### config.mk
export PLATFORM = sky130hd
export DESIGN_NAME = array_allocator_flat
export DESIGN_NICKNAME = d
export VERILOG_FILES = /design/src/rtl/zero_alloc_pkg.sv /design/src/rtl/array_allocator_if.sv /design/src/rtl/array_free_stack.sv /design/src/rtl/array_allocator.sv /design/src/flat_wrapper.sv
export SDC_FILE = /design/constraint.sdc
export NUM_CORES = 1
export LEC_CHECK = 0
export ABC_AREA = 1
export CORE_AREA = 2 2 215 133
export DETAILED_ROUTE_END_ITERATION = 6
export DIE_AREA = 0 0 217 135
export GPL_TIMING_DRIVEN = 0
export MAX_ROUTING_LAYER = met4
export PLACE_DENSITY = 0.69
export SLEW_MARGIN = 20
export SYNTH_ARGS = -nofsm -noshare
export SYNTH_HDL_FRONTEND = slang
export SYNTH_SLANG_ARGS = --single-unit
### constraint.sdc
create_clock -name clock -period 4 [get_ports clock]
set_input_delay 0.4 -clock clock [delete_from_list [all_inputs] [get_ports clock]]
set_output_delay 0.4 -clock clock [all_outputs]
set_load 0.02 [all_outputs]
### src/rtl/zero_alloc_pkg.sv
// Shared types, defaults and helpers for the array-handle allocator.
// Latency: none, because the package holds only declarations.
// Backpressure: none, because the package holds only declarations.
// Contents: default id width, id/length typedefs, counter-width helper, status enum.
package zero_alloc_pkg;

  localparam int DefaultMemoryElementWidth = 12;

  typedef logic [DefaultMemoryElementWidth-1:0] id_t;
  typedef logic [DefaultMemoryElementWidth-1:0] len_t;

  // Outcome of a request. Used inside the allocator and by benches.
  typedef enum logic [1:0] {
    OK          = 2'd0,
    EXHAUSTED   = 2'd1,
    DOUBLE_FREE = 2'd2,
    RANGE       = 2'd3
  } alloc_status_e;

  // Width needed to count 0..n_arrays inclusive.
  function automatic int count_width(input int n_arrays);
    return $clog2(n_arrays + 1);
  endfunction

endpackage

### src/rtl/array_allocator_if.sv
// Request/response bundle between an array-handle client and the allocator.
// Latency: none of its own; the signals are plain wires.
// Backpressure: none; each request is answered by an ack or err pulse one cycle later.
// Ports: master = client (drives requests, len reports, rd_array); slave = allocator.
interface array_allocator_if
  import zero_alloc_pkg::*;
#(
  parameter int MemoryElementWidth = DefaultMemoryElementWidth,
  parameter int CountWidth         = count_width(8)
);

  logic                          alloc_req;
  logic                          free_req;
  logic [MemoryElementWidth-1:0] free_id;
  logic                          alloc_ack;
  logic [MemoryElementWidth-1:0] alloc_id;
  logic                          alloc_err;
  logic                          free_ack;
  logic                          free_err;
  logic                          len_we;
  logic [MemoryElementWidth-1:0] len_array;
  logic [MemoryElementWidth-1:0] len_index;
  logic [MemoryElementWidth-1:0] rd_array;
  logic [MemoryElementWidth-1:0] rd_len;
  logic [CountWidth-1:0]         in_use;
  logic [CountWidth-1:0]         high_water;

  modport master (
    output alloc_req, free_req, free_id, len_we, len_array, len_index, rd_array,
    input  alloc_ack, alloc_id, alloc_err, free_ack, free_err, rd_len, in_use, high_water
  );

  modport slave (
    input  alloc_req, free_req, free_id, len_we, len_array, len_index, rd_array,
    output alloc_ack, alloc_id, alloc_err, free_ack, free_err, rd_len, in_use, high_water
  );

endinterface

### src/rtl/array_free_stack.sv
// LIFO of released array ids. Push and pop in the same cycle replace the top entry.
// Latency: top and empty are combinational from the stored state; push and pop take effect at the next edge.
// Backpressure: a pop when empty and a push when full are ignored.
// Ports: clock, reset_n, push/push_id, pop, top, empty, count.
module array_free_stack #(
  parameter int Width      = 12,
  parameter int Depth      = 8,
  parameter int CountWidth = $clog2(Depth + 1)
) (
  input  logic                  clock,
  input  logic                  reset_n,
  input  logic                  push,
  input  logic [Width-1:0]      push_id,
  input  logic                  pop,
  output logic [Width-1:0]      top,
  output logic                  empty,
  output logic [CountWidth-1:0] count
);

  localparam int                    PtrW     = (Depth > 1) ? $clog2(Depth) : 1;
  localparam logic [CountWidth-1:0] DepthCnt = CountWidth'(Depth);

  logic [Width-1:0]      mem [Depth];
  logic [CountWidth-1:0] count_q;
  logic [PtrW-1:0]       top_ptr;
  logic [PtrW-1:0]       wr_ptr;
  logic                  do_pop;
  logic                  do_push;

  assign empty   = (count_q == '0);
  assign count   = count_q;
  assign top_ptr = PtrW'(count_q - CountWidth'(1));
  assign top     = empty ? '0 : mem[top_ptr];

  assign do_pop  = pop && !empty;
  // A simultaneous pop frees a slot, so a push is allowed even when full.
  assign do_push = push && (do_pop || (count_q != DepthCnt));
  // With push+pop the new id overwrites the popped top slot.
  assign wr_ptr  = do_pop ? top_ptr : PtrW'(count_q);

  always_ff @(posedge clock or negedge reset_n) begin
    if (!reset_n) begin
      count_q <= '0;
    end else if (do_push && !do_pop) begin
      count_q <= count_q + CountWidth'(1);
    end else if (do_pop && !do_push) begin
      count_q <= count_q - CountWidth'(1);
    end
  end

  // Storage needs no reset: entries at or above count_q are never read.
  always_ff @(posedge clock) begin
    if (do_push) begin
      mem[wr_ptr] <= push_id;
    end
  end

endmodule

### src/rtl/array_allocator.sv
// Shared allocator for array handles: ids come from a freed-id LIFO or a fresh counter; it also tracks array lengths.
// Latency: 1 cycle from request to ack/err pulse; rd_len is combinational.
// Backpressure: none; requests are legal every cycle, and refusal is signalled by alloc_err or free_err.
// Ports: clock, reset_n (async active-low), bus (array_allocator_if.slave).
module array_allocator
  import zero_alloc_pkg::*;
#(
  parameter int MemoryElementWidth = DefaultMemoryElementWidth,
  parameter int NArrays            = 8,
  parameter int CountWidth         = count_width(NArrays)
) (
  input  logic             clock,
  input  logic             reset_n,
  array_allocator_if.slave bus
);

  localparam int                    W          = MemoryElementWidth;
  localparam int                    IdxW       = (NArrays > 1) ? $clog2(NArrays) : 1;
  localparam logic [W:0]            NArraysId  = (W + 1)'(NArrays);
  localparam logic [CountWidth-1:0] NArraysCnt = CountWidth'(NArrays);

  // State
  logic [NArrays-1:0]    live;
  logic [W-1:0]          lens [NArrays];
  logic [CountWidth-1:0] high_water_q;
  logic [CountWidth-1:0] in_use_q;
  logic [W-1:0]          alloc_id_q;
  logic                  alloc_ack_q;
  logic                  alloc_err_q;
  logic                  free_ack_q;
  logic                  free_err_q;

  // Free stack
  logic                  stack_push;
  logic                  stack_pop;
  logic                  stack_empty;
  logic [W-1:0]          stack_top;
  logic [CountWidth-1:0] unused_stack_count;

  array_free_stack #(
    .Width      (W),
    .Depth      (NArrays),
    .CountWidth (CountWidth)
  ) u_free_stack (
    .clock   (clock),
    .reset_n (reset_n),
    .push    (stack_push),
    .push_id (bus.free_id),
    .pop     (stack_pop),
    .top     (stack_top),
    .empty   (stack_empty),
    .count   (unused_stack_count)
  );

  // Range checks compare full ids, so high bits cannot alias onto a valid slot.
  logic            free_in_range;
  logic            len_in_range;
  logic            rd_in_range;
  logic [IdxW-1:0] free_idx;
  logic [IdxW-1:0] len_idx;
  logic [IdxW-1:0] rd_idx;
  logic [IdxW-1:0] alloc_idx;

  assign free_in_range = ({1'b0, bus.free_id}   < NArraysId);
  assign len_in_range  = ({1'b0, bus.len_array} < NArraysId);
  assign rd_in_range   = ({1'b0, bus.rd_array}  < NArraysId);
  assign free_idx      = bus.free_id[IdxW-1:0];
  assign len_idx       = bus.len_array[IdxW-1:0];
  assign rd_idx        = bus.rd_array[IdxW-1:0];

  // Free decision, evaluated before the allocation.
  alloc_status_e free_status;
  logic          free_ok;

  always_comb begin
    free_status = OK;
    if (!free_in_range) begin
      free_status = RANGE;
    end else if (!live[free_idx]) begin
      free_status = DOUBLE_FREE;
    end
  end

  assign free_ok = bus.free_req && (free_status == OK);

  // Allocation source priority: same-cycle freed id, then stack, then fresh counter.
  alloc_status_e alloc_status;
  logic [W-1:0]  alloc_id_nxt;
  logic          hw_inc;
  logic          alloc_ok;

  always_comb begin
    alloc_status = OK;
    alloc_id_nxt = alloc_id_q;
    stack_pop    = 1'b0;
    hw_inc       = 1'b0;
    if (bus.alloc_req) begin
      if (free_ok) begin
        // The freed id goes straight to the allocator and never touches the stack.
        alloc_id_nxt = bus.free_id;
      end else if (!stack_empty) begin
        stack_pop    = 1'b1;
        alloc_id_nxt = stack_top;
      end else if (high_water_q < NArraysCnt) begin
        hw_inc       = 1'b1;
        alloc_id_nxt = W'(high_water_q);
      end else begin
        alloc_status = EXHAUSTED;
      end
    end
  end

  assign alloc_ok   = bus.alloc_req && (alloc_status == OK);
  assign stack_push = free_ok && !bus.alloc_req;
  assign alloc_idx  = alloc_id_nxt[IdxW-1:0];

  // Length tracking: index+1 at W+1 bits, saturating at all-ones.
  logic [W:0]   len_plus1;
  logic [W-1:0] len_cand;
  logic         len_upd;

  assign len_plus1 = {1'b0, bus.len_index} + (W + 1)'(1);
  assign len_cand  = len_plus1[W] ? '1 : len_plus1[W-1:0];
  assign len_upd   = bus.len_we && len_in_range && live[len_idx]
                   && !(free_ok && (bus.len_array == bus.free_id))
                   && ({1'b0, lens[len_idx]} < len_plus1);

  always_ff @(posedge clock or negedge reset_n) begin
    if (!reset_n) begin
      live         <= '0;
      for (int i = 0; i < NArrays; i++) begin
        lens[i] <= '0;
      end
      high_water_q <= '0;
      in_use_q     <= '0;
      alloc_id_q   <= '0;
      alloc_ack_q  <= 1'b0;
      alloc_err_q  <= 1'b0;
      free_ack_q   <= 1'b0;
      free_err_q   <= 1'b0;
    end else begin
      alloc_ack_q <= alloc_ok;
      alloc_err_q <= bus.alloc_req && !alloc_ok;
      free_ack_q  <= free_ok;
      free_err_q  <= bus.free_req && !free_ok;

      if (alloc_ok) begin
        alloc_id_q <= alloc_id_nxt;
      end
      if (hw_inc) begin
        high_water_q <= high_water_q + CountWidth'(1);
      end
      // A bypass both frees and allocates, so occupancy stays put.
      if (alloc_ok && !free_ok) begin
        in_use_q <= in_use_q + CountWidth'(1);
      end else if (free_ok && !alloc_ok) begin
        in_use_q <= in_use_q - CountWidth'(1);
      end

      // Later assignments win: a free or a fresh allocation clears the length.
      if (len_upd) begin
        lens[len_idx] <= len_cand;
      end
      if (free_ok) begin
        live[free_idx] <= 1'b0;
        lens[free_idx] <= '0;
      end
      if (alloc_ok) begin
        live[alloc_idx] <= 1'b1;
        lens[alloc_idx] <= '0;
      end
    end
  end

  assign bus.alloc_ack  = alloc_ack_q;
  assign bus.alloc_id   = alloc_id_q;
  assign bus.alloc_err  = alloc_err_q;
  assign bus.free_ack   = free_ack_q;
  assign bus.free_err   = free_err_q;
  assign bus.in_use     = in_use_q;
  assign bus.high_water = high_water_q;
  assign bus.rd_len     = rd_in_range ? lens[rd_idx] : '0;

endmodule

### src/flat_wrapper.sv
// flat-port wrapper written by rule: the top's interface ports become plain ports
module array_allocator_flat import zero_alloc_pkg::*;
#(
  parameter int MemoryElementWidth = DefaultMemoryElementWidth,
  parameter int NArrays            = 8,
  parameter int CountWidth         = count_width(NArrays)
)
  (clock, reset_n, bus_alloc_req, bus_free_req, bus_free_id, bus_len_we, bus_len_array, bus_len_index, bus_rd_array, bus_alloc_ack, bus_alloc_id, bus_alloc_err, bus_free_ack, bus_free_err, bus_rd_len, bus_in_use, bus_high_water);
  array_allocator_if #(.MemoryElementWidth(MemoryElementWidth), .CountWidth(CountWidth)) bus_i ();
  input  logic clock;
  input  logic reset_n;
  input wire logic [$bits(bus_i.alloc_req)-1:0] bus_alloc_req;
  input wire logic [$bits(bus_i.free_req)-1:0] bus_free_req;
  input wire logic [$bits(bus_i.free_id)-1:0] bus_free_id;
  input wire logic [$bits(bus_i.len_we)-1:0] bus_len_we;
  input wire logic [$bits(bus_i.len_array)-1:0] bus_len_array;
  input wire logic [$bits(bus_i.len_index)-1:0] bus_len_index;
  input wire logic [$bits(bus_i.rd_array)-1:0] bus_rd_array;
  output wire logic [$bits(bus_i.alloc_ack)-1:0] bus_alloc_ack;
  output wire logic [$bits(bus_i.alloc_id)-1:0] bus_alloc_id;
  output wire logic [$bits(bus_i.alloc_err)-1:0] bus_alloc_err;
  output wire logic [$bits(bus_i.free_ack)-1:0] bus_free_ack;
  output wire logic [$bits(bus_i.free_err)-1:0] bus_free_err;
  output wire logic [$bits(bus_i.rd_len)-1:0] bus_rd_len;
  output wire logic [$bits(bus_i.in_use)-1:0] bus_in_use;
  output wire logic [$bits(bus_i.high_water)-1:0] bus_high_water;
  assign bus_i.alloc_req = bus_alloc_req;
  assign bus_i.free_req = bus_free_req;
  assign bus_i.free_id = bus_free_id;
  assign bus_i.len_we = bus_len_we;
  assign bus_i.len_array = bus_len_array;
  assign bus_i.len_index = bus_len_index;
  assign bus_i.rd_array = bus_rd_array;
  assign bus_alloc_ack = bus_i.alloc_ack;
  assign bus_alloc_id = bus_i.alloc_id;
  assign bus_alloc_err = bus_i.alloc_err;
  assign bus_free_ack = bus_i.free_ack;
  assign bus_free_err = bus_i.free_err;
  assign bus_rd_len = bus_i.rd_len;
  assign bus_in_use = bus_i.in_use;
  assign bus_high_water = bus_i.high_water;
  array_allocator #(.MemoryElementWidth(MemoryElementWidth), .NArrays(NArrays), .CountWidth(CountWidth)) u_core (.clock(clock), .reset_n(reset_n), .bus(bus_i));
endmodule
### Yosys cells after proc, flatten, opt, wreduce, memory -nomap -nowiden

Memories as Yosys holds them, arrays and structs flattened.
Cells that the tools add are included.

| operators by class | value |
|---|---|
| $add $sub $neg | 6 |
| $lt $le $gt $ge | 17 |
| equal/unequal tests | 3 |
| multiplexer cells | 52 |
| bitwise gates (word level) | 11 |
| reduce and logical (&&, ||, !) cells | 35 |

Operators with widths:

| kind | count |
|---|---|
| 96-bit two-way mux | 3 |
| 96-bit bitwise AND | 2 |
| 96-bit NOT | 2 |
| 12-bit two-way mux | 12 |
| 12-bit demux with 3-bit select | 3 |
| 96-bit bitwise mux | 1 |
| 12-bit binary-select mux with 3-bit select | 2 |
| 12-bit by 4-bit less-than comparator with 1-bit output (second input constant) | 3 |
| 1-bit logical AND | 21 |
| 4-bit greater-or-equal comparator (second input constant) | 4 |
| 4-bit two-way mux | 4 |
| 8-bit two-way mux | 2 |
| 3-bit NOT with 4-bit output | 4 |
| 1-bit two-way mux | 14 |
| 12-bit by 1-bit adder with 13-bit output (second input constant) | 1 |
| 12-bit by 13-bit less-than comparator with 1-bit output | 1 |
| 4-bit by 1-bit adder with 4-bit output (second input constant) | 3 |
| 12-bit equality test | 1 |
| 3-bit by 4-bit less-than comparator with 1-bit output (second input constant) | 3 |
| 4-bit by 1-bit less-than comparator with 1-bit output (second input constant) | 3 |
| 2-bit two-way mux | 5 |
| 8-bit bitwise AND | 1 |
| 8-bit NOT | 1 |
| 8-bit OR | 1 |
| other kinds (14) | 27 |

| storage, ports and cells | value |
|---|---|
| register bits | 132 |
| RAM bits | 96 |
| input port bits | 53 |
| output and inout bits | 36 |
| logic and storage cells | 143 |
| memories | 1 |

Memories:

| name | depth | width | rd ports | clocked after Yosys merged registers in | write ports | line | RTL |
|---|---|---|---|---|---|---|---|
| u_core.u_free_stack.mem | 8 | 12 | 1 | 0 | 1 | array_free_stack.sv:23 | `logic [Width-1:0] mem [Depth];` |

### Depth between registers and ports, before layout

Gate-level depths: netlist (run 1).

| logic depth | value |
|---|---|
| depth after elaboration | 16 |
| mapped depth | 22 |
| depth with buffers taken out | 19 |

### Hierarchy

From an unflattened synthesis (run 1), not the netlist that was laid out.

| unflattened totals | value |
|---|---|
| cells, all modules | 1926 |
| area total of the unflattened synthesis | 14123.5 sq um |

By module, submodules not included:

| module | instances | cells an instance | area an instance (sq um) | seq. area each (sq um) |
|---|---|---|---|---|
| array_allocator | 1 | 1474 | 9574.2 | 3203.1 |
| array_free_stack | 1 | 452 | 4549.4 | 2982.9 |

### Least setup slack after synthesis (run 1)

Ideal clock, no wire load.

| timing path | value |
|---|---|
| kind | register -> register |
| start | register u_core.u_free_stack.count_q[0], in the netlist u_core.u_free_stack.count[0] |
| end | register u_core.in_use_q[3], in the netlist u_core.bus.in_use[3] |
| library setup time | 0.130 ns |
| data arrival time | 3.357 ns |
| required time | 3.870 ns |
| path slack | 0.513 ns |
| stages on the path, launching flop included | 23 |
| buffers on the path | 4 |
| clock period less this slack | 3.487 ns |
| cell sequence | dfrtp_1 -> inv_1 -> buf_2 -> buf_1 -> ha_1 -> nand2_1 -> inv_1 -> nand2_1 -> inv_1 -> nand2_1 -> nand2_1 -> clkbuf_1 -> buf_2 -> inv_1 -> ha_1 -> inv_1 -> ha_1 -> a21o_1 -> a21oi_1 -> nand2_1 -> nand2_1 -> nor2_1 -> xor2_1 |

| on the way | value |
|---|---|
| word-level cells in the longest chain between the ends | 9 |
| elaborated cells between the ends (all ways) | 11 |
| classes of those cells | mux (4); reduce/logical (7) |

RTL lines:

| item | line | RTL |
|---|---|---|
| start, declared | array_free_stack.sv:24 | `logic [CountWidth-1:0] count_q;` |
| start signal, assigned | array_free_stack.sv:45 | `count_q <= count_q + CountWidth'(1);` |
| start signal, assigned | array_free_stack.sv:47 | `count_q <= count_q - CountWidth'(1);` |
| 4-bit zero test (*) | array_free_stack.sv:30 | `assign empty = (count_q == '0);` |
| 2-bit two-way mux (*) | array_allocator.sv:101 | `end else if (!stack_empty) begin` |
| 2-bit two-way mux (*) | array_allocator.sv:98 | `if (free_ok) begin` |
| 2-bit two-way mux (*) | array_allocator.sv:97 | `if (bus.alloc_req) begin` |
| 2-bit zero test (*) | array_allocator.sv:113 | `assign alloc_ok = bus.alloc_req && (alloc_status == OK);` |
| 1-bit logical AND (*) | array_allocator.sv:113 |  |
| via u_core.alloc_ok | array_allocator.sv:90 | `logic alloc_ok;` |
| 1-bit zero test | array_allocator.sv:156 | `end else if (free_ok && !alloc_ok) begin` |
| 1-bit logical AND | array_allocator.sv:156 |  |
| 2-bit nonzero test (no line) | - |  |
| end signal, assigned | array_allocator.sv:155 | `in_use_q <= in_use_q + CountWidth'(1);` |
| end signal, assigned | array_allocator.sv:157 | `in_use_q <= in_use_q - CountWidth'(1);` |
| end, declared | array_allocator.sv:26 | `logic [CountWidth-1:0] in_use_q;` |

The timed path passes the listed nets; every way through them passes the cells marked *.
A chain may end at the register's enable or synchronous reset.

### Worst setup path after layout (run 1)

| timing path | value |
|---|---|
| start | input bus_rd_array[1] |
| end | output bus_rd_len[3] |

| on the way | value |
|---|---|
| word-level cells in the longest chain between the ends | 5 |
| elaborated cells between the ends (all ways) | 6 |
| classes of those cells | order compare (1); mux (4); bitwise (1) |

RTL lines:

| item | line | RTL |
|---|---|---|
| start, declared | flat_wrapper.sv:18 | `input wire logic [$bits(bus_i.rd_array)-1:0] bus_rd_array;` |
| parallel branches: the longest is 4 deep, another holds 12-bit by 4-bit less-than comparator with 1-bit output | - |  |
| 12-bit two-way mux (*) | array_allocator.sv:182 | `assign bus.rd_len = rd_in_range ? lens[rd_idx] : '0;` |
| end, declared | flat_wrapper.sv:24 | `output wire logic [$bits(bus_i.rd_len)-1:0] bus_rd_len;` |

Mark *: on every way between the ends. The select of a mux whose other input is x is not followed.

==> results of run 1 <==
## registers in the layout, indices dropped and copies added (netlist names)
register and flops:
u_core.bus.free_err 1, u_core.bus.high_water 4, u_core.lens 96, u_core.bus.alloc_id 12, u_core.bus.free_ack 1, u_core.u_free_stack.count 4
u_core.live 8, u_core.u_free_stack.mem 96, u_core.bus.alloc_ack 1, u_core.bus.in_use 4, u_core.bus.alloc_err 1
## logic make-up (layout without fill, tap and decap cells)
family,Yosys count,in the layout
and+or+nand+nor,701,701
AOI/OAI and AO/OA,427,427
buffers and inverters,351,483
DFF,228,228
xor gates and xnor gates,29,29
adders and majority gates,21,21
muxes,6,6
## area by class of cell
type,count,area (um2),share of cell area
plain buffers,88,498.0,0.03140
clock buffers,30,674.4,0.04252
multi-input cells,1184,5942,0.3746
repair buffers,94,953.4,0.06011
clock inverters,14,172.7,0.01089
inverters,257,974.7,0.06145
flip-flops and latches,228,6186,0.3900
well taps,367,459.2,0.02895
## critical path: cells and delay by family
kind	cells	cell delay [ns]
compound gates	4	1.05
buf+inv	4	2.10
## metal layers
layer  global-route usage  vias up  wire [um]
met4              0.06507        0        910
met2               0.4152      779      17990
met1               0.5511     6317      23750
met3               0.1583       78       7883
met5                    -        -          0
li1                     -     6035          -
## worst max-delay path by stage
stage	start	endpoint	slack, ns	cells past startpoint
3_3_place_gp	reset_n	u_core.lens[93]	-3.32	1
2_1_floorplan	u_core.u_free_stack.count[0]	u_core.bus.in_use[3]	0.51	22
3_5_place_dp	bus_len_array[2]	u_core.lens[93]	-1.03	18
6_report	bus_rd_array[1]	bus_rd_len[3]	0.04	8
5_1_grt	bus_len_array[0]	u_core.lens[93]	0.02	18
4_1_cts	bus_len_array[2]	u_core.lens[93]	0.0008	19
## repair_timing
item                       CTS  global route
hold buffers                 1             0
hold endpoints to repair    45             0
setup buffers                1             4
setup endpoints to repair  198            99
pin swaps                    1             0
gates resized for setup     19            29
## cell usage after synthesis, drive strengths merged (2+ instances only)
cell,number
dfrtp,132
a22oi,9
nor3,7
a221oi,8
mux2i,5
a31oi,3
nor2,218
xnor2,18
o22ai,24
nand4,15
o221ai,11
xor2,11
a21oi,63
nand2,388
edfxtp,96
buf,42
a211oi,11
inv,255
clkbuf,52
clkinv,2
o2111ai,15
nand3,70
a311oi,12
ha,20
o21a,2
o21ai,265
## power by group through the flow
stage	Combinational, uW	Sequential, uW	Clock (uW)
2_1_floorplan	2830	3390	0
3_3_place_gp	4250	3430	0
3_5_place_dp	4380	3430	0
4_1_cts	4400	3400	2440
5_1_grt	5040	3480	2530
6_report	4550	3440	2430
## stage by stage
step                      cell area (um2)  utilization  setup TNS, ns  hold slack, ns  total power (uW)
after floorplan                     13480            -              0          0.1044              6221
after global placement              14810       0.5449        -557.41          0.4583              7682
after detailed placement            14860       0.5471        -101.88          0.3435              7807
after CTS                           15760       0.5800              0          0.3727             10240
after global routing                15860       0.5838              0          0.3996             11040
final                               15860       0.5838              0          0.3677             10420
==> load_flow_metrics.sql, run 1 <==
INSERT INTO impl_metrics (metric_group, metric, value, unit) VALUES
('outcome', 'run_status', 'finished, final reports clean', ''),
('synth', 'synthFlopType', 'dfrtp_1', ''),
('clock_tree', 'insertion_delay', '0.54', 'ns'),
('setup_path', 'cpMostUsedCell', 'clkdlybuf4s50_1', ''),
('setup_path', 'timing.reg2reg.worst_path_depth', '9', ''),
('clock_tree', 'cts_buffers', '24', ''),
('setup_path', 'timing.critical_path.fanout_max', '10', ''),
('finish', 'drive_above_1_share', '0.07282', ''),
('synth', 'async_reset_ff_frac', '0.5789', ''),
('placed_design', 'gp_congestion', '1.056', ''),
('synth', 'synth_edf_count', '96', ''),
('route', 'avgRoutedWirePerCell', '22.34', 'um'),
('floorplan', 'initial_utilization', '0.4960', ''),
('finish', 'area.growth.synth_to_final', '17.70', '%'),
('power', 'p_sw_frac', '0.4271', ''),
('synth', 'synthDominantCellAreaShare', '0.2451', ''),
('finish', 'mostFrequentLayoutCell', 'nand2_1', ''),
('synth', 'share_of_cell_area_taken_by_muxes_after_synthesis', '0.004550', ''),
('synth', 'synth.cell_area', '13480', 'um2'),
('placed_design', 'port_buffers', '87', ''),
('global_routing', 'global_route.usage.total', '0.3573', ''),
('finish', 'fillCellCount', '2542', ''),
('route', 'remaining_drc_errors', '0', ''),
('placed_design', 'dpl.cell_count', '2218', ''),
('min_path', 'holdCritPathClass', 'primary input to async pin', ''),
('finish', 'stdcell_count', '2262', ''),
('power', 'share_clk_of_total_power', '0.233', ''),
('timing', 'final-hold-violation-count', '0', ''),
('synth', 'synthSimpleGateAreaFrac', '0.2106', ''),
('timing', 'timing.final.max_slew_violations', '0', ''),
('timing', 'max_clock_freq', '252.4', 'MHz'),
('timing', 'final.setup.worst_slack', '0.03748', 'ns'),
('clock_tree', 'root_buffer', 'clkbuf_16', ''),
('power', 'power_per_standard_cell_area', '656.9', 'nW/um2'),
('global_routing', 'grt_start_max_net_pins', '88', ''),
('power', 'power_frac_comb', '0.436', ''),
('setup_path', 'arrival', '3.56', 'ns'),
('power', 'power.leakage', '0.007967', 'uW'),
('synth', 'post_synth_num_cell_types', '46', ''),
('floorplan', 'top_level_ports', '89', ''),
('global_routing', 'grt_pass1_wl', '75.03', 'mm'),
('setup_path', 'worst_r2r_startpoint', 'u_core.u_free_stack.count[0]', ''),
('synth', 'netlist.top_cell.by_area', 'dfrtp_1', ''),
('route', 'antenna_left', '0', ''),
('setup_path', 'r2r_setup_slack', '0.35', 'ns'),
('setup_path', 'setup.worst_path.end_class', 'primary output', ''),
('timing', 'finalCriticalPeriod', '3.963', 'ns'),
('setup_path', 'setup.worst_path.class', 'primary input to primary output', ''),
('route', 'routed_vias', '13210', ''),
('global_routing', 'initial_antenna_violation_count', '0', ''),
('synth', 'post_synth_main_area_contributors', 'dfrtp_1, edfxtp_1, nand2_1', ''),
('clock_tree', 'cts_tree', 'yes', ''),
('route', 'drt_iter0_markers', '1912', ''),
('synth', 'synth_adder_area_share', '0.02006', ''),
('placed_design', 'dp_hpwl', '38.09', 'mm'),
('finish', 'antenna_cells', '0', ''),
('floorplan', 'fp.dieArea', '29300', 'um2'),
('setup_path', 'worstReg2RegEnd', 'u_core.u_free_stack.mem[4][7]', ''),
('setup_path', 'cp_cell_sequence', 'clkdlybuf4s50_1 -> inv_1 -> clkbuf_1 -> o21ai_0 -> a21oi_1 -> a211oi_1 -> a311oi_1 -> clkdlybuf4s50_1', ''),
('floorplan', 'die_width', '217', 'um'),
('clock_tree', 'cts_buffer_depth', '3', ''),
('floorplan', 'core_region_area', '27170', 'um2'),
('power', 'power_report.internal_total', '5968', 'uW'),
('timing', 'count_of_endpoints_failing_setup_in_the_final_report', '0', ''),
('timing', 'finalClockSkew', '0.01165', 'ns'),
('synth', 'yosysSeqAreaShare', '0.4591', ''),
('finish', 'finish.net_count', '1951', ''),
('synth', 'count_of_mapped_cells_out_of_synthesis', '1763', ''),
('synth', 'largest_family_of_logic_cells_by_synthesized_area', 'simple AND/OR/NAND/NOR gates', ''),
('synth', 'synth_xor_area_frac', '0.01885', ''),
('timing', 'grt_setup_unrepaired', 'no', '');
(Power assumes the default switching activity.)
==> run 2: changes to the inputs <==
CELL_PAD_IN_SITES_DETAIL_PLACEMENT = 0   (was unset)
CELL_PAD_IN_SITES_GLOBAL_PLACEMENT = 1   (was unset)
CORE_AREA = 2 2 227 140   (was 2 2 215 133)
DIE_AREA = 0 0 229 142   (was 0 0 217 135)
HOLD_SLACK_MARGIN = 0.15   (was unset)
PLACE_DENSITY = unset   (was 0.69)
PLACE_DENSITY_LB_ADDON = 0.1   (was unset)
==> run 2 against run 1 <==
The run now ends with negative setup slack left. Clock skew up 0.0035 ns. Sequential cell count unchanged. Non-clock buffer count up 7. Total power down 3.0%. Clock power down 9.5%. Critical path depth unchanged. Cell count up 2.6%. Global-route usage down 2.6 points. Maximum frequency down 1.2%. Via count down 1.2%. First-iteration DRC count down 15%. Setup slack worse by 0.050 ns. Critical endpoint unchanged. Largest cell class unchanged. Largest power group unchanged. Highest routed layer unchanged.
==> load_flow_metrics.sql, run 2 (synthesis results as in run 1) <==
INSERT INTO impl_metrics (metric_group, metric, value, unit) VALUES
('outcome', 'run_status', 'finished, violations left', ''),
('outcome', 'violations', 'negative setup slack', ''),
('power', 'p_sw_frac', '0.4349', ''),
('placed_design', 'dp_hpwl', '39.05', 'mm'),
('finish', 'finish.net_count', '1959', ''),
('route', 'avgRoutedWirePerCell', '22.62', 'um'),
('route', 'firstDrtPassIters', '6', ''),
('finish', 'area.growth.synth_to_final', '17.94', '%'),
('global_routing', 'grt-ovfl-total', '0', ''),
('clock_tree', 'cts_buffers', '25', ''),
('timing', 'finalClockSkew', '0.01515', 'ns'),
('finish', 'antenna_cells', '0', ''),
('timing', 'count_of_endpoints_failing_setup_in_the_final_report', '1', ''),
('timing', 'slew_at_the_pin_closest_to_its_max_slew_limit', '1.079', 'ns'),
('clock_tree', 'h_tree_depth', '1', ''),
('route', 'vias_per_cell', '5.627', ''),
('power', 'max-vdd-ir-drop', '0.3438', 'mV'),
('finish', 'mostFrequentLayoutCell', 'nand2_1', ''),
('timing', 'final_layout_setup_total_negative_slack', '-0.01229', 'ns'),
('global_routing', 'grt_start_max_net_pins', '74', ''),
('route', 'drt_iter0_markers', '1631', ''),
('global_routing', 'first_global_vias', '11690', ''),
('setup_path', 'setup.worst_path.start_class', 'primary input', ''),
('timing', 'final.setup.worst_slack', '-0.01229', 'ns'),
('floorplan', 'initial_utilization', '0.4414', ''),
('global_routing', 'initial_antenna_violation_count', '0', ''),
('setup_path', 'setup.worst_path.end_class', 'primary output', ''),
('power', 'switching_power', '4394', 'uW'),
('floorplan', 'top_level_ports', '89', ''),
('global_routing', 'grt_pass1_wl', '76.96', 'mm'),
('power', 'power_frac_comb', '0.441', ''),
('clock_tree', 'cts.reportedPaths.clkPinSlew', '0.06', 'ns'),
('finish', 'drive_above_1_share', '0.07458', ''),
('power', 'total_power', '10100', 'uW'),
('timing', 'max_clock_freq', '249.2', 'MHz'),
('route', 'antenna_left', '0', ''),
('timing', 'finalCriticalPeriod', '4.012', 'ns'),
('floorplan', 'die_width', '229', 'um'),
('route', 'drt_wl_total', '52.48', 'mm'),
('floorplan', 'rows', '50', ''),
('setup_path', 'arrival', '3.61', 'ns'),
('timing', 'timing.final.max_slew_violations', '0', ''),
('clock_tree', 'root_buffer', 'clkbuf_16', ''),
('power', 'power_per_standard_cell_area', '635.7', 'nW/um2'),
('power', 'share_clk_of_total_power', '0.218', ''),
('clock_tree', 'cts_sinks', '228', ''),
('clock_tree', 'insertion_delay', '0.55', 'ns'),
('timing', 'timing.final.crit_share', '1.003', ''),
('placed_design', 'port_buffers', '87', ''),
('route', 'routed_vias', '13060', ''),
('run', 'drv.max_cap_violation_count', '0', ''),
('placed_design', 'gp_congestion', '1.032', ''),
('finish', 'final_cell_mix', 'nand2_1, inv_1, nor2_1', ''),
('power', 'pwr-share-seq', '0.341', ''),
('setup_path', 'cp_data_required_time', '3.60', 'ns'),
('floorplan', 'core_region_area', '30530', 'um2'),
('floorplan', 'fp.dieArea', '32520', 'um2'),
('power', 'power.leakage', '0.007927', 'uW'),
('floorplan', 'die_height', '142', 'um'),
('timing', 'timing.max_slew.rel_slack', '0.2781', ''),
('power', 'power_report.internal_total', '5709', 'uW'),
('timing', 'grt_setup_unrepaired', 'no', ''),
('setup_path', 'timing.critical_path.fanout_max', '10', ''),
('timing', 'final-hold-violation-count', '0', ''),
('setup_path', 'setup.worst_path.class', 'primary input to primary output', ''),
('min_path', 'holdCritPathClass', 'primary input to async pin', ''),
('finish', 'final_util', '0.5206', ''),
('clock_tree', 'cts_tree', 'yes', ''),
('global_routing', 'global_route.usage.total', '0.3311', ''),
('placed_design', 'pre_cts_ws', '-0.9138', 'ns'),
('route', 'remaining_drc_errors', '0', ''),
('clock_tree', 'cts_buffer_depth', '3', '');
-- run 2: what timing repair did --
| item | in CTS | in global routing |
|---|---|---|
| gates resized for setup | 10 | 41 |
| hold buffers | 1 | 0 |
| pin swaps | 0 | 1 |
| endpoints found under the setup margin | 199 | 162 |
| gates cloned | 0 | 0 |
| hold endpoints to repair | 59 | 0 |
| setup buffers | 0 | 12 |
-- run 2: final timing paths --
path	from	cells after the start	slack (ns)	end
min	reset_n	2	0.37	u_core.bus.alloc_id[6]
max in group asynchronous	reset_n	3	2.85	u_core.lens[81]
min in group clock	bus_alloc_req	3	0.47	u_core.bus.alloc_err
max	bus_rd_array[1]	8	-0.01	bus_rd_len[3]
max reg2reg	u_core.u_free_stack.count[0]	9	0.31	u_core.u_free_stack.mem[0][6]
min reg2reg	u_core.bus.in_use[3]	1	0.47	u_core.bus.in_use[3]
-- run 2: critical path, cell delays in order --
cell and delay, ns:
clkdlybuf4s50_1 0.58, inv_1 0.28, clkbuf_1 0.52, o21ai_0 0.17, a21oi_1 0.25, a211oi_1 0.10
a311oi_1 0.56, clkdlybuf4s50_1 0.73
-- run 2: per-stage QoR --
| step | instance area (um2) | cells | hold WS, ns |
|---|---|---|---|
| 2_1_floorplan | 13480 | 1763 | 0.1044 |
| 3_3_place_gp | 14870 | 2266 | 0.4529 |
| 3_5_place_dp | 14930 | 2267 | 0.3766 |
| 4_1_cts | 15710 | 2311 | 0.4060 |
| 5_1_grt | 15890 | 2320 | 0.4293 |
| 6_report | 15890 | 2320 | 0.3703 |
-- run 2: per-layer routing --
metal  global-route usage  vias to the layer above  routed length, um
met4              0.05673                        0                851
li1                     -                     6057                  -
met5                    -                        -                  0
met1               0.5107                     6256              25470
met2               0.3943                      692              18710
met3               0.1336                       50               7439
-- run 2: power groups by stage --
stage | clock (uW) | sequential (uW) | combinational (uW)
floorplan | 0 | 3390 | 2830
global placement | 0 | 3450 | 4200
detailed placement | 0 | 3440 | 4310
CTS | 2240 | 3410 | 4330
global route | 2320 | 3490 | 4980
finish | 2200 | 3450 | 4460
-- run 2: cell type report --
cell class | count | area, um2
fillers | 3036 | 14640
flip-flops and latches | 228 | 6186
multi-input cells | 1184 | 5947
repair buffers | 101 | 1006
inverters | 257 | 983.4
clock buffers | 33 | 675.6
well taps | 416 | 520.5
plain buffers | 88 | 498.0
clock inverters | 13 | 76.32
